## config.mk

```make
export PLATFORM = sky130hd
export DESIGN_NAME = arm_dmem_bridge
export DESIGN_NICKNAME = d
export VERILOG_FILES = /design/src/rtl/arm_bus_pkg.sv /design/src/rtl/arm_bus_timeout.sv /design/src/rtl/arm_dmem_bridge.sv
export SDC_FILE = /design/constraint.sdc
export NUM_CORES = 1
export LEC_CHECK = 0
export BUFFER_PORTS_ARGS = -buffer_cell sky130_fd_sc_hd__buf_2
export CELL_PAD_IN_SITES_DETAIL_PLACEMENT = 0
export CELL_PAD_IN_SITES_GLOBAL_PLACEMENT = 1
export CORE_MARGIN = 8
export CORE_UTILIZATION = 38
export DETAILED_ROUTE_END_ITERATION = 8
export GPL_ROUTABILITY_DRIVEN = 0
export PLACE_DENSITY_LB_ADDON = 0.1
export SYNTH_ARGS = -nofsm -noshare
export SYNTH_HDL_FRONTEND = slang
export SYNTH_SLANG_ARGS = --single-unit
```

## constraint.sdc

```tcl
create_clock -name i_CLK -period 3.6 [get_ports i_CLK]
set_input_delay 0.18 -clock i_CLK [delete_from_list [all_inputs] [get_ports i_CLK]]
set_output_delay 0.18 -clock i_CLK [all_outputs]
set_load 0.005 [all_outputs]
```

## src/rtl/arm_bus_pkg.sv

```systemverilog
// Shared types and helpers for the ARM data-memory bus bridge.
package arm_bus_pkg;

  typedef enum logic [1:0] {IDLE, REQ, RESP, DONE} dmem_state_t;

  typedef logic [3:0] strb_t;

  // Read data returned on any faulted access.
  localparam logic [31:0] FAULT_RDATA = 32'h0;

  // One-hot lane enable for a byte access at the given byte offset.
  function automatic strb_t byte_strobe(input logic [1:0] a);
    return strb_t'(4'b0001 << a);
  endfunction

endpackage

```

## src/rtl/arm_bus_timeout.sv

```systemverilog
// Access timeout counter: cleared at the start of an access, counts while
// the access is outstanding, flags the last permitted cycle.
module arm_bus_timeout #(
  parameter int TIMEOUT_CYCLES = 64
) (
  input  logic clk,
  input  logic rst_n,
  input  logic clear,
  input  logic enable,
  output logic expired
);

  generate
    if (TIMEOUT_CYCLES == 0) begin : g_off
      assign expired = 1'b0;
    end else begin : g_on
      localparam int CW = (TIMEOUT_CYCLES > 1) ? $clog2(TIMEOUT_CYCLES) : 1;
      localparam logic [CW-1:0] LAST = CW'(TIMEOUT_CYCLES - 1);
      logic [CW-1:0] cnt;

      // Count outstanding cycles; saturate on the last one.
      always_ff @(posedge clk or negedge rst_n) begin
        if (!rst_n)                     cnt <= '0;
        else if (clear)                 cnt <= '0;
        else if (enable && cnt != LAST) cnt <= cnt + CW'(1);
      end

      // Expires in the TIMEOUT_CYCLES-th busy cycle, so the access has
      // spent exactly TIMEOUT_CYCLES cycles in REQ+RESP when it aborts.
      assign expired = enable && (cnt == LAST);
    end
  endgenerate

endmodule

```

## src/rtl/arm_dmem_bridge.sv

```systemverilog
// Memory-stage access to valid/ready bus bridge with stall, timeout and fault.
module arm_dmem_bridge
  import arm_bus_pkg::*;
#(
  parameter int BusWidth       = 32,
  parameter int TIMEOUT_CYCLES = 64
) (
  input  logic                i_CLK,
  input  logic                i_NRESET,
  input  logic                i_Mem_Read,
  input  logic                i_Mem_Write,
  input  logic                i_Byte,
  input  logic [BusWidth-1:0] i_Addr,
  input  logic [BusWidth-1:0] i_Write_Data,
  output logic [BusWidth-1:0] o_Read_Data,
  output logic                o_Stall,
  output logic                o_Fault,
  output logic                o_Bus_Valid,
  input  logic                i_Bus_Ready,
  output logic                o_Bus_Write,
  output logic [BusWidth-1:0] o_Bus_Addr,
  output logic [BusWidth-1:0] o_Bus_WData,
  output strb_t               o_Bus_Strb,
  input  logic                i_Bus_RValid,
  input  logic [BusWidth-1:0] i_Bus_RData,
  input  logic                i_Bus_Err
);

  dmem_state_t         state, nxt;
  logic                wr_q, byte_q, fault_q;
  logic [BusWidth-1:0] addr_q, wdata_q, rdata_q;

  logic                req, misaligned, latch, tmo_clear, tmo_en, expired;
  logic                upd_fault, fault_d, upd_rdata;
  logic [BusWidth-1:0] rdata_d, rsh, lane_data;

  assign req        = i_Mem_Read | i_Mem_Write;
  assign misaligned = !i_Byte && (i_Addr[1:0] != 2'b00);
  assign tmo_en     = (state == REQ) || (state == RESP);

  // Selected byte lane of the response, zero-extended.
  assign rsh       = i_Bus_RData >> {addr_q[1:0], 3'b000};
  assign lane_data = {{(BusWidth-8){1'b0}}, rsh[7:0]};

  arm_bus_timeout #(.TIMEOUT_CYCLES(TIMEOUT_CYCLES)) u_tmo (
    .clk     (i_CLK),
    .rst_n   (i_NRESET),
    .clear   (tmo_clear),
    .enable  (tmo_en),
    .expired (expired)
  );

  // State register.
  always_ff @(posedge i_CLK or negedge i_NRESET) begin
    if (!i_NRESET) state <= IDLE;
    else           state <= nxt;
  end

  // Next-state logic and result capture decisions.
  always_comb begin
    nxt       = state;
    latch     = 1'b0;
    tmo_clear = 1'b0;
    upd_fault = 1'b0;
    fault_d   = 1'b0;
    upd_rdata = 1'b0;
    rdata_d   = FAULT_RDATA;
    unique case (state)
      IDLE: if (req) begin
        latch = 1'b1;
        if (misaligned) begin
          nxt       = DONE;
          upd_fault = 1'b1;
          fault_d   = 1'b1;
          upd_rdata = 1'b1;
        end else begin
          nxt       = REQ;
          tmo_clear = 1'b1;
        end
      end
      // A handshake in the expiry cycle still counts as success.
      REQ: if (i_Bus_Ready) begin
        nxt       = wr_q ? DONE : RESP;
        upd_fault = wr_q;
      end else if (expired) begin
        nxt       = DONE;
        upd_fault = 1'b1;
        fault_d   = 1'b1;
        upd_rdata = 1'b1;
      end
      RESP: if (i_Bus_RValid) begin
        nxt       = DONE;
        upd_fault = 1'b1;
        fault_d   = i_Bus_Err;
        upd_rdata = 1'b1;
        if (!i_Bus_Err) rdata_d = byte_q ? lane_data : i_Bus_RData;
      end else if (expired) begin
        nxt       = DONE;
        upd_fault = 1'b1;
        fault_d   = 1'b1;
        upd_rdata = 1'b1;
      end
      DONE: nxt = IDLE;
      default: nxt = IDLE;
    endcase
  end

  // Latched request and completion results.
  always_ff @(posedge i_CLK or negedge i_NRESET) begin
    if (!i_NRESET) begin
      wr_q    <= 1'b0;
      byte_q  <= 1'b0;
      addr_q  <= '0;
      wdata_q <= '0;
      fault_q <= 1'b0;
      rdata_q <= '0;
    end else begin
      if (latch) begin
        wr_q    <= i_Mem_Write;
        byte_q  <= i_Byte;
        addr_q  <= i_Addr;
        wdata_q <= i_Write_Data;
      end
      if (upd_fault) fault_q <= fault_d;
      if (upd_rdata) rdata_q <= rdata_d;
    end
  end

  // Bus fields are only driven while the request is presented.
  always_comb begin
    o_Bus_Valid = (state == REQ);
    o_Bus_Write = o_Bus_Valid & wr_q;
    o_Bus_Addr  = o_Bus_Valid ? {addr_q[BusWidth-1:2], 2'b00} : '0;
    o_Bus_WData = '0;
    o_Bus_Strb  = '0;
    if (o_Bus_Valid) begin
      o_Bus_WData = byte_q ? {(BusWidth/8){wdata_q[7:0]}} : wdata_q;
      o_Bus_Strb  = byte_q ? byte_strobe(addr_q[1:0]) : 4'b1111;
    end
    o_Stall     = ((state == IDLE) && req) || (state == REQ) || (state == RESP);
    o_Fault     = (state == DONE) && fault_q;
    o_Read_Data = rdata_q;
  end

endmodule
```

==> out/results.md, run 1 <==
| Quantity | This run | Unit |
| --- | --- | --- |
| Final wirelength | 18.43 | mm |
| Minimum clock period | 2639 | ps |
| Kind of cell adding the most delay to the critical path | buffers and inverters | - |
| Detailed Routing Iterations Pass 1 | 5 | - |
| Count of non-filler cells in the finished layout | 1051 | - |
| Number of library cell types mapped by synthesis | 40 | - |
| Worst path slowest cell | sky130_fd_sc_hd__clkinv_1 | - |
| Number of max-capacitance violations reported | 0 | - |
| Peak Freq | 0.3789 | GHz |
| Critical path peak fanout | 23 | - |
| Starting density of the core | 38.50 | % |
| Result of the run | finished, violations left | - |
| Layout cells sized above 1 | 27.34 | % |
| Post-CTS resize count | 0 | - |
| Row count | 44 | - |
| Endpoint kind of the worst setup timing path | output port | - |
| Number of buffers added by the clock tree synthesis step | 9 | - |
| Post-Route Hold Slack | -5.157 | ps |
| Total of buffers placed on input and output ports | 205 | - |
| Warnings from Yosys | 0 | - |
| Leakage dissipation | 3.701 | nW |
| Least-Margin Pin Slew | 1210 | ps |
| Area used by sequential logic in the layout | 2678 | um^2 |
| Detailed-route vias per instance | 5.069 | - |
| Width of the chip | 136.7 | um |
| Via Count | 5328 | - |
| Clock skew after layout | 7.813 | ps |
| Clk Tree Root Cell | sky130_fd_sc_hd__clkbuf_16 | - |
| Cells along the critical path | clkinv_1 -> nor2_2 -> nor2b_1 -> buf_2 | - |
| Area of the mapped netlist | 5532 | um^2 |
| Gr busiest metal | met2 | - |
| Final setup margin | 960.6 | ps |
| Data arrival time of the critical path | 2460 | ps |
| Area of the core | 14370 | um^2 |
| Residual antenna-violating net count after detailed routing | 0 | - |
| Post-route fraction of the period consumed by the critical path | 73.32 | % |
| Clock transition at path regs | 70 | ps |
| Clock tree from TritonCTS | built | - |
| Setup repair after global routing missed its margin | false | - |
| Finished Cell Area | 7061 | um^2 |
| WL per Instance | 17.54 | um |
| Detailed placement HPWL | 12.90 | mm |
| Diode insertion count for antenna repair | 0 | - |
| Total routing usage reported by global routing | 19.44 | % |
| Pre-CTS worst setup slack | 1190 | ps |
| Pin count of the biggest net entering global routing | 80 | - |
| Clk sink count | 107 | - |
| GR Util met3 | 7.856 | % |
| Total negative slack for setup checks | 0 | ps |
| Remaining Overflow, GRT | 0 | - |
| Sequential fraction of the synthesis area | 48.41 | % |
| Final setup violation count | 0 | - |
| Die height | 136.7 | um |
| Pins over their slew limit | 0 | - |
| Via count of the first global-routing pass | 5229 | - |
| IO Count | 208 | - |
| Final core area utilization | 49.14 | % |
| Crit path largest cell delay | 690 | ps |
| Number of synthesized register bits | 107 | - |
| Die area | 18670 | um^2 |
| Clock latency of the later-clocked register in the worst-skew pair | 350 | ps |
| Gate Count Post-Synth | 674 | - |
| Maximum buffer depth of the clock tree | 2 | - |
| Failing checks | hold timing | - |
| Count of unresolved DRC violations after routing | 0 | - |
| Number of antenna violations at the first check in global routing | 2 | - |
| Slew Limit Headroom | 19.15 | % |
| Startpoint Class | flop | - |
| Path class of the lowest-slack min-delay path | in -> async | - |
| Average footprint of a synthesized cell | 8.207 | um^2 |
| Largest vdd supply drop | 339.3 | uV |
| Power density cells | 797.6 | nW/um^2 |
| Global-route met2 utilization | 30.40 | % |
| M1 GR Usage | 24.27 | % |
| Data required, critical path | 3420 | ps |
| Final hold violation count | 3 | - |
| Critical path class | reg -> out | - |
| Power, Total | 5.632 | mW |
| Number of buffer and inverter instances along the worst setup path | 2 | - |
| Wire length of the first global-routing pass | 28.52 | mm |
| H-Tree Depth | 3 | - |
| Placed inst area | 6645 | um^2 |
| Fill cell instance count of the final layout | 1461 | - |
| Post-synthesis to final-layout area growth | 27.64 | % |
| Fin nets | 971 | - |
| Post-Place Cells | 1024 | - |
| Total area of multi-input combinational cells | 2641 | um^2 |
| Number of design-rule violations left by the first detailed-router iteration | 362 | - |
-- worst register-to-register path, cell delays in order, from the launching register on --
cell and delay, ps:
sky130_fd_sc_hd__dfrtp_1 440, sky130_fd_sc_hd__inv_1 110, sky130_fd_sc_hd__ha_1 340, sky130_fd_sc_hd__o21a_2 200
sky130_fd_sc_hd__nand2_1 680, sky130_fd_sc_hd__nand2_1 300, sky130_fd_sc_hd__o221ai_1 150
-- report_power, final --
part	internal, mW	switching (mW)	total [mW]
logic	0.980	1.44	2.42
clock network	0.578	0.454	1.03
registers	1.75	0.431	2.18
total	3.31	2.32	5.63
-- flip-flops by register name, indices dropped and copies added (netlist names) --
signal	cells
addr_q	32
byte_q	1
fault_q	1
state	2
wr_q	1
u_tmo.g_on.cnt	6
o_Read_Data	32
wdata_q	32
-- kinds of logic after synthesis --
group | after synthesis | share of synthesized area [%]
flops | 107 | 48.41
mux | 9 | 1.629
other cells | 1 | 0.06779
compound gates | 96 | 13.26
simple gates | 401 | 30.72
fa+ha+maj | 5 | 1.131
buf+inv | 51 | 4.162
xor+xnor | 4 | 0.6333
-- cell usage after synthesis --
cell / instances / area [um^2]
sky130_fd_sc_hd__nor2_2: 2 / 12.51
sky130_fd_sc_hd__nand2_2: 1 / 6.260
sky130_fd_sc_hd__or4_1: 1 / 7.510
sky130_fd_sc_hd__and2_1: 40 / 250.2
sky130_fd_sc_hd__nor3_2: 1 / 10.01
sky130_fd_sc_hd__nand2b_1: 3 / 18.77
sky130_fd_sc_hd__o21ba_2: 1 / 10.01
sky130_fd_sc_hd__conb_1: 1 / 3.750
sky130_fd_sc_hd__o21a_1: 1 / 7.510
sky130_fd_sc_hd__o211ai_1: 11 / 82.58
sky130_fd_sc_hd__a211oi_1: 2 / 15.01
sky130_fd_sc_hd__nor3b_1: 8 / 60.06
sky130_fd_sc_hd__nor3_4: 1 / 16.27
sky130_fd_sc_hd__xor2_1: 4 / 35.03
sky130_fd_sc_hd__a222oi_1: 1 / 10.01
sky130_fd_sc_hd__a31oi_1: 2 / 12.51
sky130_fd_sc_hd__buf_2: 19 / 95.09
sky130_fd_sc_hd__o21ai_2: 1 / 8.760
sky130_fd_sc_hd__buf_4: 4 / 30.03
sky130_fd_sc_hd__nand3_1: 4 / 20.02
sky130_fd_sc_hd__clkbuf_1: 24 / 90.09
sky130_fd_sc_hd__dfrtp_1: 107 / 2678
sky130_fd_sc_hd__ha_1: 5 / 62.56
sky130_fd_sc_hd__o21ai_0: 4 / 20.02
sky130_fd_sc_hd__clkinv_1: 1 / 3.750
sky130_fd_sc_hd__a21boi_0: 28 / 210.2
sky130_fd_sc_hd__and2b_1: 1 / 7.510
sky130_fd_sc_hd__a311oi_1: 1 / 8.760
sky130_fd_sc_hd__mux2i_1: 9 / 90.09
sky130_fd_sc_hd__o22ai_1: 1 / 6.260
sky130_fd_sc_hd__and3_1: 3 / 18.77
sky130_fd_sc_hd__and4_1: 1 / 8.760
sky130_fd_sc_hd__a21oi_1: 9 / 45.04
sky130_fd_sc_hd__nor2_1: 11 / 41.29
sky130_fd_sc_hd__nand2_1: 322 / 1209
sky130_fd_sc_hd__o31ai_1: 1 / 7.510
sky130_fd_sc_hd__or3_1: 1 / 6.260
sky130_fd_sc_hd__nor2b_1: 1 / 6.260
sky130_fd_sc_hd__inv_1: 3 / 11.26
sky130_fd_sc_hd__o221ai_1: 33 / 289.0
-- timing repair --
action / 4_1_cts / 5_1_grt
hold buffers: 11 / 0
buffers inserted: 0 / 0
hold endpoints to repair: 11 / 0
setup endpoints to repair: 0 / 0
-- path summary, 6_finish.rpt --
| check | startpoint | endpoint | slack [ps] | depth (start not counted) |
|---|---|---|---|---|
| setup / recovery | byte_q | o_Bus_Strb[0] | 960 | 4 |
| hold / removal | i_NRESET | o_Read_Data[29] | -5 | 1 |
| setup reg to reg | state[1] | o_Read_Data[19] | 1220 | 6 |
| hold reg to reg | addr_q[26] | addr_q[26] | 470 | 2 |
| max in group asynchronous | i_NRESET | wdata_q[9] | 2720 | 2 |
| min in group i_CLK | i_Addr[26] | addr_q[26] | 20 | 3 |
-- cell usage in the layout, fill, tap and decap left out, types with 2 or more instances in the layout --
| master | n |
|---|---|
| sky130_fd_sc_hd__mux2i_1 | 9 |
| sky130_fd_sc_hd__nand2_1 | 322 |
| sky130_fd_sc_hd__nand3_1 | 4 |
| sky130_fd_sc_hd__a21oi_1 | 9 |
| sky130_fd_sc_hd__clkinv_2 | 2 |
| sky130_fd_sc_hd__buf_4 | 8 |
| sky130_fd_sc_hd__clkbuf_16 | 9 |
| sky130_fd_sc_hd__a31oi_1 | 2 |
| sky130_fd_sc_hd__dlygate4sd3_1 | 11 |
| sky130_fd_sc_hd__xor2_1 | 4 |
| sky130_fd_sc_hd__inv_1 | 3 |
| sky130_fd_sc_hd__o21ai_0 | 4 |
| sky130_fd_sc_hd__nor2_2 | 2 |
| sky130_fd_sc_hd__clkbuf_8 | 2 |
| sky130_fd_sc_hd__conb_1 | 2 |
| sky130_fd_sc_hd__dfrtp_1 | 107 |
| sky130_fd_sc_hd__a21boi_0 | 28 |
| sky130_fd_sc_hd__nor3b_1 | 8 |
| sky130_fd_sc_hd__and3_1 | 3 |
| sky130_fd_sc_hd__a211oi_1 | 2 |
| sky130_fd_sc_hd__ha_2 | 2 |
| sky130_fd_sc_hd__buf_2 | 204 |
| sky130_fd_sc_hd__nor2_1 | 11 |
| sky130_fd_sc_hd__and2_1 | 40 |
| sky130_fd_sc_hd__nand2b_1 | 3 |
| sky130_fd_sc_hd__o211ai_1 | 11 |
| sky130_fd_sc_hd__o221ai_1 | 33 |
| sky130_fd_sc_hd__ha_1 | 3 |
-- final cells by class --
cell class | instances | share of cell area, %
Timing Repair Buffer | 223 | 16.87
Inverter | 4 | 0.2127
Multi-Input combinational cell | 517 | 37.41
Sequential cell | 107 | 37.92
Clock inverter | 4 | 0.6911
Tap cell | 184 | 3.261
Clock buffer | 12 | 3.633
-- per-layer routing --
layer	vias up	share of wire (%)
met3	20	10
met2	191	46
met4	4	1.5
li1	2583	-
met1	2530	42
met5	-	0.12
(Power assumes the default switching activity.)
==> inputs of run 2 (changes only) <==
--- a/config.mk
+++ b/config.mk
@@ -9,7 +9,7 @@
 export CELL_PAD_IN_SITES_DETAIL_PLACEMENT = 0
 export CELL_PAD_IN_SITES_GLOBAL_PLACEMENT = 1
 export CORE_MARGIN = 8
-export CORE_UTILIZATION = 38
+export CORE_UTILIZATION = 35
 export DETAILED_ROUTE_END_ITERATION = 8
 export GPL_ROUTABILITY_DRIVEN = 0
 export PLACE_DENSITY_LB_ADDON = 0.1
==> constraint.sdc (replaced) <==
create_clock -name i_CLK -period 2.7 [get_ports i_CLK]
set_input_delay 0.135 -clock i_CLK [delete_from_list [all_inputs] [get_ports i_CLK]]
set_output_delay 0.135 -clock i_CLK [all_outputs]
set_load 0.005 [all_outputs]
==> out/results.md, run 2 (same netlist as run 1, synthesis figures left out) <==
| Quantity | This run | Unit | vs previous |
| --- | --- | --- | --- |
| Leakage dissipation | 3.925 | nW | +6.0% |
| Final setup violation count | 0 | - | unchanged |
| Detailed-routed wire length on met2 | 9.110 | mm | +6.9% |
| Via Count | 5449 | - | +2.3% |
| Number of max-capacitance violations reported | 0 | - | unchanged |
| Number of design-rule violations left by the first detailed-router iteration | 270 | - | -25% |
| Layout cells sized above 1 | 26.08 | % | -1.3 points |
| Post-CTS resize count | 0 | - | unchanged |
| Portion of total power attributed to combinational logic | 45.1 | % | +2.2 points |
| Detailed Routing Iterations Pass 1 | 5 | - | unchanged |
| Clock tree from TritonCTS | built | - |  |
| Wire length of the first global-routing pass | 29.55 | mm | +3.6% |
| Cells along the critical path | inv_1 -> ha_1 -> o21a_2 -> buf_4 -> or3_1 -> buf_2 | - |  |
| Count of unresolved DRC violations after routing | 0 | - | unchanged |
| Peak Freq | 0.4295 | GHz |  |
| Kind of cell adding the most delay to the critical path | buffers and inverters | - |  |
| Width of the chip | 141.7 | um | +3.7% |
| Total of buffers placed on input and output ports | 205 | - | unchanged |
| Maximum buffer depth of the clock tree | 2 | - | unchanged |
| Critical path class | reg -> out | - |  |
| Die height | 141.7 | um | +3.7% |
| Residual antenna-violating net count after detailed routing | 0 | - | unchanged |
| Path class of the lowest-slack min-delay path | in -> reg | - |  |
| Result of the run | finished clean | - |  |
| Number of buffers added by the clock tree synthesis step | 9 | - | unchanged |
| Startpoint of the worst hold path | i_Byte | - |  |
| Total routing usage reported by global routing | 18.44 | % | -1.0 points |
| Die area | 20080 | um^2 | +7.6% |
| Clock transition at path regs | 70 | ps | about the same |
| Clk sink count | 107 | - | unchanged |
| Data required, critical path | 2570 | ps | -850 ps |
| Row count | 46 | - | +4.5% |
| Pins over their slew limit | 0 | - | unchanged |
| Data arrival time of the critical path | 2190 | ps | -270 ps |
| H-Tree Depth | 3 | - | unchanged |
| Power, Total | 7.487 | mW | +33% |
| Fin nets | 1028 | - | +5.9% |
| Hold-critical path endpoint | byte_q | - |  |
| Slew Limit Headroom | 46.68 | % | +28 points |
| Worst r2r path cells | 6 | - | unchanged |
| Metal3 WL | 1.110 | mm | -41% |
| Power density cells | 978.8 | nW/um^2 | +23% |
| Area of the core | 15660 | um^2 | +9.0% |
| Via count of the first global-routing pass | 5750 | - | +10% |
| Met1 layer wirelength in the final routing | 8.310 | mm | +7.4% |
| Crit path largest cell delay | 440 | ps | -250 ps |
| Clock latency of the later-clocked register in the worst-skew pair | 350 | ps | about the same |
| Detailed-route vias per instance | 4.780 | - | -5.7% |
| Startpoint Class | flop | - |  |
| Post-synthesis to final-layout area growth | 38.27 | % |  |
| Total negative slack for setup checks | 0 | ps | unchanged |
| Endpoint kind of the worst setup timing path | output port | - |  |
| Destination of the worst register-to-register timing path | u_tmo.g_on.cnt[5] | - |  |
| Top routing layer in use | met4 | - |  |
| Most common library cell in the layout ignoring fill and taps | sky130_fd_sc_hd__nand2_1 | - |  |
| Setup repair after global routing missed its margin | false | - |  |
| Number of antenna violations at the first check in global routing | 0 | - | -2 |
| Final hold violation count | 0 | - | -3 |
| Clk Tree Root Cell | sky130_fd_sc_hd__clkbuf_16 | - |  |
| Reg-to-reg slack, setup | 640 | ps | -580 ps |
| Largest vdd supply drop | 413.3 | uV | +22% |
| Most used cells in the layout excluding fill and tap cells | sky130_fd_sc_hd__nand2_1 (322), sky130_fd_sc_hd__buf_2 (204), sky130_fd_sc_hd__dfrtp_1 (107) | - |  |
| Net switching power | 3.124 | mW | +34% |
| Internal portion of total power | 4.362 | mW | +32% |
| Switching part of the total power | 41.73 | % | +0.46 points |
| Number of buffer and inverter instances along the worst setup path | 3 | - | +1 |
| Least-Margin Pin Slew | 799.9 | ps | -409.9 ps |
| Minimum clock period | 2328 | ps |  |
| IO Count | 208 | - | unchanged |
| Proportion of power drawn by the clock network | 16.6 | % | -1.7 points |
| Critical path peak fanout | 47 | - | +100% |
| Final wirelength | 18.69 | mm | +1.4% |
| Reg-to-reg critical path startpoint | state[0] | - |  |
| Flop pwr share | 38.3 | % | -0.4 points |
| Starting density of the core | 35.33 | % | -3.2 points |
| Diode insertion count for antenna repair | 0 | - | unchanged |
| Clock skew after layout | 8.470 | ps | +0.6572 ps |
| Post-route fraction of the period consumed by the critical path | 86.22 | % |  |
| Fill cell instance count of the final layout | 1557 | - | +6.6% |
| Detailed placement HPWL | 13.19 | mm | +2.2% |
| Worst path slowest cell | sky130_fd_sc_hd__buf_4 | - |  |
| Pin count of the biggest net entering global routing | 69 | - | -14% |
| Cell depth of the worst hold path | 3 | - |  |
| Remaining Overflow, GRT | 0 | - | unchanged |
| WL per Instance | 16.40 | um | -6.5% |
[run 2: cell types whose count changed in the layout (fill, tap and decap cells not counted), moves of 2 or more]
cell,change
sky130_fd_sc_hd__buf_4,+3
sky130_fd_sc_hd__clkbuf_8,-2
sky130_fd_sc_hd__buf_12,+2
sky130_fd_sc_hd__clkinvlp_4,+2
sky130_fd_sc_hd__dlygate4sd3_1,+52
[run 2: power groups by stage]
stage               clock network [mW]  registers [mW]  logic, mW
floorplan                            0            2.72       2.19
global placement                     0            2.86       3.29
detailed placement                   0            2.89       3.37
CTS                               1.28            2.87       3.45
global route                      1.36            2.97       3.82
finish                            1.24            2.87       3.38
[run 2: cell type report]
| cell class | count | area (um^2) | area share, % |
|---|---|---|---|
| multi-input cells | 517 | 2641 | 34.53 |
| clock buffers | 11 | 232.7 | 3.043 |
| well taps | 216 | 270.3 | 3.533 |
| flip-flops and latches | 107 | 2678 | 35.01 |
| repair buffers | 280 | 1774 | 23.20 |
| inverters | 4 | 15.01 | 0.1963 |
| clock inverters | 5 | 37.54 | 0.4908 |
[run 2: timing repair]
| item | 4_1_cts | 5_1_grt |
|---|---|---|
| setup buffers | 0 | 0 |
| hold buffers | 63 | 0 |
| setup endpoints to repair | 0 | 0 |
| endpoints found under the hold margin | 101 | 0 |
[run 2: through the flow]
stage | hold slack, ps | setup slack (ps) | cells | instance area [um^2] | utilization (%)
final | 4.792 | 372.0 | 1140 | 7649 | 48.86
after global routing | 18.47 | 205.1 | 1140 | 7649 | 48.86
after CTS | 0.9898 | 360.4 | 1140 | 7649 | 48.86
after detailed placement | 158.4 | 643.7 | 1061 | 6748 | 43.10
after global placement | 159.2 | 734.5 | 1061 | 6748 | 43.10
after floorplan | -160.6 | 1042 | 675 | 5535 | -
[run 2: worst min-delay path, delay by kind of cell]
family                 cells  cell delay [ps]
buffers and inverters      1               80
AND/OR/NAND/NOR            1               40
AO/OA/AOI/OAI              1               50
[run 2: routing by layer]
metal	vias to the layer above	global-route usage, %
li1	2697	-
met1	2598	23.34
met2	143	30.83
met3	11	4.234
met4	0	5.201
met5	-	0
[run 2: how the worst max path moves through the flow]
| stage | cells after the start | startpoint | to | slack (ps) |
|---|---|---|---|---|
| final | 6 | state[0] | o_Stall | 370 |
| after global routing | 6 | state[0] | o_Stall | 210 |
| after CTS | 6 | state[1] | o_Stall | 360 |
| after detailed placement | 6 | state[1] | u_tmo.g_on.cnt[5] | 640 |
| after global placement | 6 | state[0] | u_tmo.g_on.cnt[5] | 730 |
| after floorplan | 7 | state[0] | o_Read_Data[1] | 1040 |
